===== src/rtl/dma_axi_r_if.sv =====
// Native read port + AXI-4 AR/R channels of the DMA read master.
// Master modport is the DMA side; slave modport is the interconnect/requester side.
`ifndef AXI_ADDR_W
`define AXI_ADDR_W 32
`endif
`ifndef AXI_LEN_W
`define AXI_LEN_W 8
`endif
`ifndef AXI_ID_W
`define AXI_ID_W 4
`endif
`ifndef AXI_SIZE_W
`define AXI_SIZE_W 3
`endif
`ifndef AXI_BURST_W
`define AXI_BURST_W 2
`endif
`ifndef AXI_LOCK_W
`define AXI_LOCK_W 1
`endif
`ifndef AXI_CACHE_W
`define AXI_CACHE_W 4
`endif
`ifndef AXI_PROT_W
`define AXI_PROT_W 3
`endif
`ifndef AXI_QOS_W
`define AXI_QOS_W 4
`endif
`ifndef AXI_RESP_W
`define AXI_RESP_W 2
`endif

interface dma_axi_r_if #(
  parameter int ADDR_W     = `AXI_ADDR_W,
  parameter int DMA_DATA_W = 32
);
  logic [`AXI_LEN_W-1:0]   dma_len;
  logic                    dma_ready;
  logic                    error;
  logic                    valid;
  logic [ADDR_W-1:0]       addr;
  logic                    ready;
  logic [DMA_DATA_W-1:0]   rdata;

  logic [`AXI_ID_W-1:0]    m_axi_arid;
  logic [ADDR_W-1:0]       m_axi_araddr;
  logic [`AXI_LEN_W-1:0]   m_axi_arlen;
  logic [`AXI_SIZE_W-1:0]  m_axi_arsize;
  logic [`AXI_BURST_W-1:0] m_axi_arburst;
  logic [`AXI_LOCK_W-1:0]  m_axi_arlock;
  logic [`AXI_CACHE_W-1:0] m_axi_arcache;
  logic [`AXI_PROT_W-1:0]  m_axi_arprot;
  logic [`AXI_QOS_W-1:0]   m_axi_arqos;
  logic                    m_axi_arvalid;
  logic                    m_axi_arready;
  logic [`AXI_ID_W-1:0]    m_axi_rid;
  logic [DMA_DATA_W-1:0]   m_axi_rdata;
  logic [`AXI_RESP_W-1:0]  m_axi_rresp;
  logic                    m_axi_rlast;
  logic                    m_axi_rvalid;
  logic                    m_axi_rready;

  modport master (
    input  dma_len, valid, addr,
    input  m_axi_arready, m_axi_rid, m_axi_rdata, m_axi_rresp, m_axi_rlast, m_axi_rvalid,
    output dma_ready, error, ready, rdata,
    output m_axi_arid, m_axi_araddr, m_axi_arlen, m_axi_arsize, m_axi_arburst,
    output m_axi_arlock, m_axi_arcache, m_axi_arprot, m_axi_arqos, m_axi_arvalid,
    output m_axi_rready
  );

  modport slave (
    output dma_len, valid, addr,
    output m_axi_arready, m_axi_rid, m_axi_rdata, m_axi_rresp, m_axi_rlast, m_axi_rvalid,
    input  dma_ready, error, ready, rdata,
    input  m_axi_arid, m_axi_araddr, m_axi_arlen, m_axi_arsize, m_axi_arburst,
    input  m_axi_arlock, m_axi_arcache, m_axi_arprot, m_axi_arqos, m_axi_arvalid,
    input  m_axi_rready
  );
endinterface


===== src/rtl/dma_axi_r.sv =====
// AXI-4 read master: one INCR burst per native request, beats forwarded with 1-cycle latency.
// Optional DMA_AXI_R_RLAST_CHECK_EN flags rlast placement mismatches as errors.
module dma_axi_r #(
  parameter int ADDR_W     = `AXI_ADDR_W,
  parameter int DMA_DATA_W = 32
) (
  input  logic          clk,
  input  logic          rst,
  dma_axi_r_if.master   bus
);
  localparam int CNT_W = `AXI_LEN_W + 1;

  typedef enum logic [1:0] {IDLE = 2'd0, ADDR_HS = 2'd1, READ = 2'd2} state_t;

  state_t                r_state, w_next;
  logic [ADDR_W-1:0]     r_addr;
  logic [`AXI_LEN_W-1:0] r_len;
  logic [CNT_W-1:0]      r_cnt;
  logic                  r_error;
  logic                  r_arvalid;
  logic                  r_ready;
  logic [DMA_DATA_W-1:0] r_rdata;

  logic w_rready, w_beat, w_last, w_beat_err, w_start;
  logic w_unused;

  assign w_start  = (r_state == IDLE) & bus.valid;
  // R channel stalls whenever the requester withdraws valid.
  assign w_rready = (r_state == READ) & bus.valid;
  assign w_beat   = w_rready & bus.m_axi_rvalid;
  assign w_last   = (r_cnt == {1'b0, r_len});

`ifdef DMA_AXI_R_RLAST_CHECK_EN
  assign w_beat_err = (bus.m_axi_rresp != '0) | (bus.m_axi_rlast != w_last);
`else
  assign w_beat_err = (bus.m_axi_rresp != '0);
`endif
  assign w_unused = &{1'b0, bus.m_axi_rid, bus.m_axi_rlast};

  always_ff @(posedge clk or posedge rst) begin
    if (rst) r_state <= IDLE;
    else     r_state <= w_next;
  end

  always_comb begin
    w_next = r_state;
    case (r_state)
      IDLE:    if (bus.valid)           w_next = ADDR_HS;
      ADDR_HS: if (bus.m_axi_arready)   w_next = READ;
      READ:    if (w_beat && w_last)    w_next = IDLE;
      default:                          w_next = IDLE;
    endcase
  end

  always_ff @(posedge clk or posedge rst) begin
    if (rst) begin
      r_addr    <= '0;
      r_len     <= '0;
      r_cnt     <= '0;
      r_error   <= 1'b0;
      r_arvalid <= 1'b0;
      r_ready   <= 1'b0;
      r_rdata   <= '0;
    end else begin
      r_arvalid <= (w_next == ADDR_HS);
      r_ready   <= w_beat;
      if (w_beat) r_rdata <= bus.m_axi_rdata;
      if (w_start) begin
        r_addr  <= bus.addr;
        r_len   <= bus.dma_len;
        r_cnt   <= '0;
        r_error <= 1'b0;
      end
      // Burst length is tracked by the counter alone; rlast never terminates it.
      if (w_beat) begin
        r_cnt <= r_cnt + 1'b1;
        if (w_beat_err) r_error <= 1'b1;
      end
    end
  end

  assign bus.dma_ready     = (r_state == IDLE);
  assign bus.error         = r_error;
  assign bus.ready         = r_ready;
  assign bus.rdata         = r_rdata;

  assign bus.m_axi_arid    = '0;
  assign bus.m_axi_araddr  = r_addr;
  assign bus.m_axi_arlen   = r_len;
  assign bus.m_axi_arsize  = `AXI_SIZE_W'($clog2(DMA_DATA_W / 8));
  assign bus.m_axi_arburst = `AXI_BURST_W'(1);
  assign bus.m_axi_arlock  = '0;
  assign bus.m_axi_arcache = `AXI_CACHE_W'(2);
  assign bus.m_axi_arprot  = `AXI_PROT_W'(2);
  assign bus.m_axi_arqos   = '0;
  assign bus.m_axi_arvalid = r_arvalid;
  assign bus.m_axi_rready  = w_rready;
endmodule


===== src/flat_wrapper.sv =====
// flat-port wrapper written by rule: the top's interface ports become plain ports
module dma_axi_r_flat 
#(
  parameter int ADDR_W     = `AXI_ADDR_W,
  parameter int DMA_DATA_W = 32
)
  (clk, rst, bus_dma_len, bus_valid, bus_addr, bus_m_axi_arready, bus_m_axi_rid, bus_m_axi_rdata, bus_m_axi_rresp, bus_m_axi_rlast, bus_m_axi_rvalid, bus_dma_ready, bus_error, bus_ready, bus_rdata, bus_m_axi_arid, bus_m_axi_araddr, bus_m_axi_arlen, bus_m_axi_arsize, bus_m_axi_arburst, bus_m_axi_arlock, bus_m_axi_arcache, bus_m_axi_arprot, bus_m_axi_arqos, bus_m_axi_arvalid, bus_m_axi_rready);
  dma_axi_r_if #(.ADDR_W(ADDR_W), .DMA_DATA_W(DMA_DATA_W)) bus_i ();
  input  logic clk;
  input  logic rst;
  input wire logic [$bits(bus_i.dma_len)-1:0] bus_dma_len;
  input wire logic [$bits(bus_i.valid)-1:0] bus_valid;
  input wire logic [$bits(bus_i.addr)-1:0] bus_addr;
  input wire logic [$bits(bus_i.m_axi_arready)-1:0] bus_m_axi_arready;
  input wire logic [$bits(bus_i.m_axi_rid)-1:0] bus_m_axi_rid;
  input wire logic [$bits(bus_i.m_axi_rdata)-1:0] bus_m_axi_rdata;
  input wire logic [$bits(bus_i.m_axi_rresp)-1:0] bus_m_axi_rresp;
  input wire logic [$bits(bus_i.m_axi_rlast)-1:0] bus_m_axi_rlast;
  input wire logic [$bits(bus_i.m_axi_rvalid)-1:0] bus_m_axi_rvalid;
  output wire logic [$bits(bus_i.dma_ready)-1:0] bus_dma_ready;
  output wire logic [$bits(bus_i.error)-1:0] bus_error;
  output wire logic [$bits(bus_i.ready)-1:0] bus_ready;
  output wire logic [$bits(bus_i.rdata)-1:0] bus_rdata;
  output wire logic [$bits(bus_i.m_axi_arid)-1:0] bus_m_axi_arid;
  output wire logic [$bits(bus_i.m_axi_araddr)-1:0] bus_m_axi_araddr;
  output wire logic [$bits(bus_i.m_axi_arlen)-1:0] bus_m_axi_arlen;
  output wire logic [$bits(bus_i.m_axi_arsize)-1:0] bus_m_axi_arsize;
  output wire logic [$bits(bus_i.m_axi_arburst)-1:0] bus_m_axi_arburst;
  output wire logic [$bits(bus_i.m_axi_arlock)-1:0] bus_m_axi_arlock;
  output wire logic [$bits(bus_i.m_axi_arcache)-1:0] bus_m_axi_arcache;
  output wire logic [$bits(bus_i.m_axi_arprot)-1:0] bus_m_axi_arprot;
  output wire logic [$bits(bus_i.m_axi_arqos)-1:0] bus_m_axi_arqos;
  output wire logic [$bits(bus_i.m_axi_arvalid)-1:0] bus_m_axi_arvalid;
  output wire logic [$bits(bus_i.m_axi_rready)-1:0] bus_m_axi_rready;
  assign bus_i.dma_len = bus_dma_len;
  assign bus_i.valid = bus_valid;
  assign bus_i.addr = bus_addr;
  assign bus_i.m_axi_arready = bus_m_axi_arready;
  assign bus_i.m_axi_rid = bus_m_axi_rid;
  assign bus_i.m_axi_rdata = bus_m_axi_rdata;
  assign bus_i.m_axi_rresp = bus_m_axi_rresp;
  assign bus_i.m_axi_rlast = bus_m_axi_rlast;
  assign bus_i.m_axi_rvalid = bus_m_axi_rvalid;
  assign bus_dma_ready = bus_i.dma_ready;
  assign bus_error = bus_i.error;
  assign bus_ready = bus_i.ready;
  assign bus_rdata = bus_i.rdata;
  assign bus_m_axi_arid = bus_i.m_axi_arid;
  assign bus_m_axi_araddr = bus_i.m_axi_araddr;
  assign bus_m_axi_arlen = bus_i.m_axi_arlen;
  assign bus_m_axi_arsize = bus_i.m_axi_arsize;
  assign bus_m_axi_arburst = bus_i.m_axi_arburst;
  assign bus_m_axi_arlock = bus_i.m_axi_arlock;
  assign bus_m_axi_arcache = bus_i.m_axi_arcache;
  assign bus_m_axi_arprot = bus_i.m_axi_arprot;
  assign bus_m_axi_arqos = bus_i.m_axi_arqos;
  assign bus_m_axi_arvalid = bus_i.m_axi_arvalid;
  assign bus_m_axi_rready = bus_i.m_axi_rready;
  dma_axi_r #(.ADDR_W(ADDR_W), .DMA_DATA_W(DMA_DATA_W)) u_core (.clk(clk), .rst(rst), .bus(bus_i));
endmodule

===== config.mk =====
export PLATFORM = sky130hd
export DESIGN_NAME = dma_axi_r_flat
export DESIGN_NICKNAME = d
export VERILOG_FILES = /design/src/rtl/dma_axi_r_if.sv /design/src/rtl/dma_axi_r.sv /design/src/flat_wrapper.sv
export SDC_FILE = /design/constraint.sdc
export NUM_CORES = 1
export LEC_CHECK = 0
export CAP_MARGIN = 20
export CORE_MARGIN = 2
export CORE_UTILIZATION = 40
export DETAILED_ROUTE_END_ITERATION = 8
export GPL_ROUTABILITY_DRIVEN = 0
export PLACE_DENSITY = 0.79
export SETUP_SLACK_MARGIN = 0.5
export SLEW_MARGIN = 30
export SYNTH_ARGS = -nofsm -noshare
export SYNTH_HDL_FRONTEND = slang
export SYNTH_SLANG_ARGS = --single-unit

===== constraint.sdc =====
create_clock -name clk -period 3.5 [get_ports clk]
set_clock_uncertainty 0.05 [all_clocks]
set_input_delay 0.7 -clock clk [delete_from_list [all_inputs] [get_ports clk]]
set_output_delay 0.7 -clock clk [all_outputs]
set_load 0.02 [all_outputs]

## After elaboration in Yosys (flattened, before gate mapping)

Cells that the tools add are included.

- Flip-flop bits (word level): 86
- Input port bits: 84
- Output and inout port bits: 98
- Word-level logic and storage cells: 29

- Add/subtract/negate cells: 1
- Equality and inequality tests: 4
- Mux-type cells: 9
- Bitwise gates (word level): 3
- Reduce and logical (&&, ||, !) cells: 4

Operators with widths:

| kind | count |
|---|---|
| 9-bit 2-to-1 mux | 2 |
| 9-bit by 1-bit adder with 9-bit output, second input constant | 1 |
| 9-bit by 8-bit == test with 1-bit output | 1 |
| 2-bit 2-to-1 mux | 3 |
| 2-bit case mux with 3 select lines | 1 |
| 2-bit by 1-bit == test with 1-bit output, second input constant | 2 |
| 2-bit nonzero test | 2 |
| 1-bit AND | 3 |
| 1-bit 2-to-1 mux | 3 |
| 2-bit == test, second input constant | 1 |
| 2-bit zero test | 1 |
| 1-bit logical AND | 1 |

## Depth between registers and ports, before layout

- Depth after elaboration: 7
- Depth in mapped cells: 7
- Gate-level depth less buffers: 5

## Worst setup path before layout

OpenSTA, ideal clock, no wires.

- Path kind: input -> output
- Start point: in bus_valid
- End point: out bus_m_axi_rready
- Data arrival time: 0.958 ns
- Required time: 2.750 ns
- Slack: 1.792 ns
- Cell stages on the path: 1
- Buffers on the path: 0
- Path through: and3b_1

- Word-level cells in the longest chain between the ends: 1

Ends and longest elaborated chain:

| what | RTL line | RTL |
|---|---|---|
| start, declared | flat_wrapper.sv:12 | `input wire logic [$bits(bus_i.valid)-1:0] bus_valid;` |
| 1-bit AND | dma_axi_r.sv:29 | `assign w_rready = (r_state == READ) & bus.valid;` |
| end, declared | flat_wrapper.sv:34 | `output wire logic [$bits(bus_i.m_axi_rready)-1:0] bus_m_axi_rready;` |

Every way passes these cells.

## Final worst setup path

Ends and elaborated chain as after synthesis.

==> impl_metrics.ini <==
[cts]
cts_buffer_depth = 2
cts_setup_buffers = 0
cts.htree.levels = 3
ctsHoldBuffers = 0
cts_made_buffers = 9
cts.sinks = 86
cts_tree = built
clock-root-buffer = clkbuf_8
clkSlewWorstSetupHoldPaths_ns = 0.07
clkLatencyLatePin_ns = 0.34
cts_resized = 0

[global_routing]
antenna_found_initial = 0
track_usage = 0.179
grt_pass1_wl_um = 14400
grt_max_degree = 49
grt_pass1_vias = 3020
grt-ovfl-total = 0

[logic_synthesis]
synth_top_flop_cell = dfrtp_1
seq_area_frac_synth = 0.584
synth.avg_cell_area_um2 = 9.10
synthDistinctLibCells = 35
netlist_instances = 405
synth_edf_count = 0
postSynth.asyncResetShare = 1.00
ys_seq_elements = 86
ys_warn_count = 0
netlist_area_um2 = 3690

[finish]
drive_above_1_share = 0.0499
fin_util = 0.599
diodes = 0
fin_nets = 641
design_area_um2 = 5460
n_fill_cell = 778
area_growth_pct = 48.0

[sta]
fmax_mhz = 352
finalMaxSlewViolations = 0
max_slew_margin = 0.541
rsz0062_at_grt = no
worstMarginPinSlew_ns = 0.687
finalHoldViolCount = 0
setup_tns_ns = 0
whs_ns = 0.425
period_needed_ns = 2.84
final.period_utilization = 0.812
finalSetupViolCount = 0

[placed_design]
placed_area_um2 = 5220
hpwl_um = 6550
port_buffers = 155

[detailed_routing]
routed-via-count = 3147
wl_per_cell_um = 13.2
via_per_inst = 4.68
drtAntennaViolNets = 0
drt_iter0_markers = 140
firstDrtPassIters = 4
drc = 0
wirelength_um = 8840

[pwr]
combPwrFrac = 0.467
pwr-share-clk = 0.175
max-vdd-ir-drop_uv = 459
pwr_density_cell_nw_per_um2 = 869
sw_frac_of_total = 0.383
intPower_w = 0.00292
p_sw_w = 0.00182
p_seq_frac = 0.359
power.leakage_nw = 2.67

[worst_setup_path]
start_kind = input pin
crit_arrival_ns = 2.09
path_max_fanout = 5
r2r_cells = 4
critPathKind = input pin to primary output
cp_common_cell = clkdlybuf4s50_1
reg2reg_slack_ns = 1.66
cp.required_ns = 2.75
endpoint_kind = primary output
r2r-end = u_core.bus.error$_DFF_PP0_
cp-endpoint = bus_m_axi_rready
critical-path-max-stage-delay_ns = 0.61
startpoint = bus_valid
slowest_stage = clkdlybuf4s50_1
regToRegStartpoint = u_core.r_state[1]$_DFF_PP0_
crit_chain = clkdlybuf4s50_1 -> and3b_1 -> clkdlybuf4s50_1

[floorplan]
die_x_um = 100
core_area_um2 = 9110
ios = 182
rows = 35
start_util = 0.405
dieArea_um2 = 10000
die_h_um = 100

[min_path]
hold_path_class = register to register
hold_depth = 2

[job]
drv_cap = 0

[status]
outcome = finished, final reports clean
==> sequential cells by signal, indices dropped and copies added (netlist names) <==
signal / count
u_core.bus.m_axi_arvalid: 1
u_core.bus.ready: 1
u_core.bus.m_axi_araddr: 32
u_core.bus.m_axi_arlen: 8
u_core.r_cnt: 9
u_core.bus.error: 1
u_core.r_state: 2
u_core.bus.rdata: 32
==> worst min path at each step <==
stage	from	endpoint	slack (ns)
floorplan	u_core.r_cnt[8]$_DFFE_PP0P_	u_core.r_cnt[8]$_DFFE_PP0P_	0.39
global placement	u_core.bus.error$_DFF_PP0_	u_core.bus.error$_DFF_PP0_	0.40
detailed placement	u_core.bus.m_axi_araddr[1]$_DFFE_PP0P_	u_core.bus.m_axi_araddr[1]$_DFFE_PP0P_	0.41
CTS	u_core.bus.rdata[25]$_DFFE_PP0P_	u_core.bus.rdata[25]$_DFFE_PP0P_	0.43
global route	u_core.bus.m_axi_araddr[20]$_DFFE_PP0P_	u_core.bus.m_axi_araddr[20]$_DFFE_PP0P_	0.46
finish	u_core.bus.rdata[25]$_DFFE_PP0P_	u_core.bus.rdata[25]$_DFFE_PP0P_	0.42
==> cells by family after synthesis <==
logic type / count (synthesis) / share of synthesized area
simple gates: 246 / 0.271
buf+inv: 42 / 0.0825
fa+ha+maj: 1 / 0.00339
flops: 86 / 0.584
xor+xnor: 10 / 0.0238
other cells: 2 / 0.00204
compound gates: 18 / 0.0333
==> metal layers <==
layer  GRT usage  routed length, um
met3      0.0306                432
met4      0.0653                153
met2       0.315               4690
met5           0                  0
met1       0.221               3570
==> area by class of cell <==
type                    count  area, um2  area share
repair buffers            161       1610       0.295
clock inverters             5        108      0.0197
well taps                 111        139      0.0255
inverters                   2       8.76     0.00161
flip-flops and latches     86       2150       0.394
multi-input cells         296       1310       0.240
clock buffers              11        131      0.0241
==> synthesized netlist by cell type, types with 2 or more instances <==
master      n  area, um2
o21ai_1     4       20.0
nand4_1     3       18.8
a21oi_1     2       10.0
buf_6       6       67.6
dfrtp_1    86       2150
nand3_1     5       25.0
buf_2       9       45.0
a211oi_1    2       15.0
nand2_1   224        841
o21ai_0     4       20.0
xnor2_1     5       43.8
buf_4      24        180
nor2_1      4       15.0
xor2_1      5       43.8
conb_1      2       7.51
==> power groups by stage <==
stage | logic, W | registers, W | clock network (W)
after floorplan | 0.000730 | 0.00216 | 0
after global placement | 0.00219 | 0.00170 | 0
after detailed placement | 0.00224 | 0.00172 | 0
after CTS | 0.00224 | 0.00170 | 0.000850
after global routing | 0.00238 | 0.00176 | 0.000884
final | 0.00221 | 0.00170 | 0.000827
==> metrics by stage <==
stage / total power, W / cells / setup slack (ns)
finish: 0.00474 / 672 / 0.659
global route: 0.00503 / 672 / 0.617
CTS: 0.00480 / 672 / 0.646
detailed placement: 0.00396 / 656 / 0.649
global placement: 0.00389 / 656 / 0.681
floorplan: 0.00289 / 424 / 0.528
==> cells in the final DEF (no fill, tap or decap), types with 2 or more instances in the layout <==
cell,instances
a211oi_1,2
nand4_1,3
xnor2_1,5
clkbuf_8,9
dfrtp_1,86
conb_1,21
buf_4,5
nand2_1,224
bufinv_16,3
clkbuf_1,2
clkdlybuf4s50_1,155
clkinv_4,2
nand3_1,5
o21ai_1,4
o21ai_0,4
nor2_1,4
a21oi_1,2
xor2_1,5
==> critical path: cells and delay by family <==
family        cells  cell delay [ns]
buf+inv           2             1.20
simple gates      1             0.19
(Power assumes the default switching activity.)
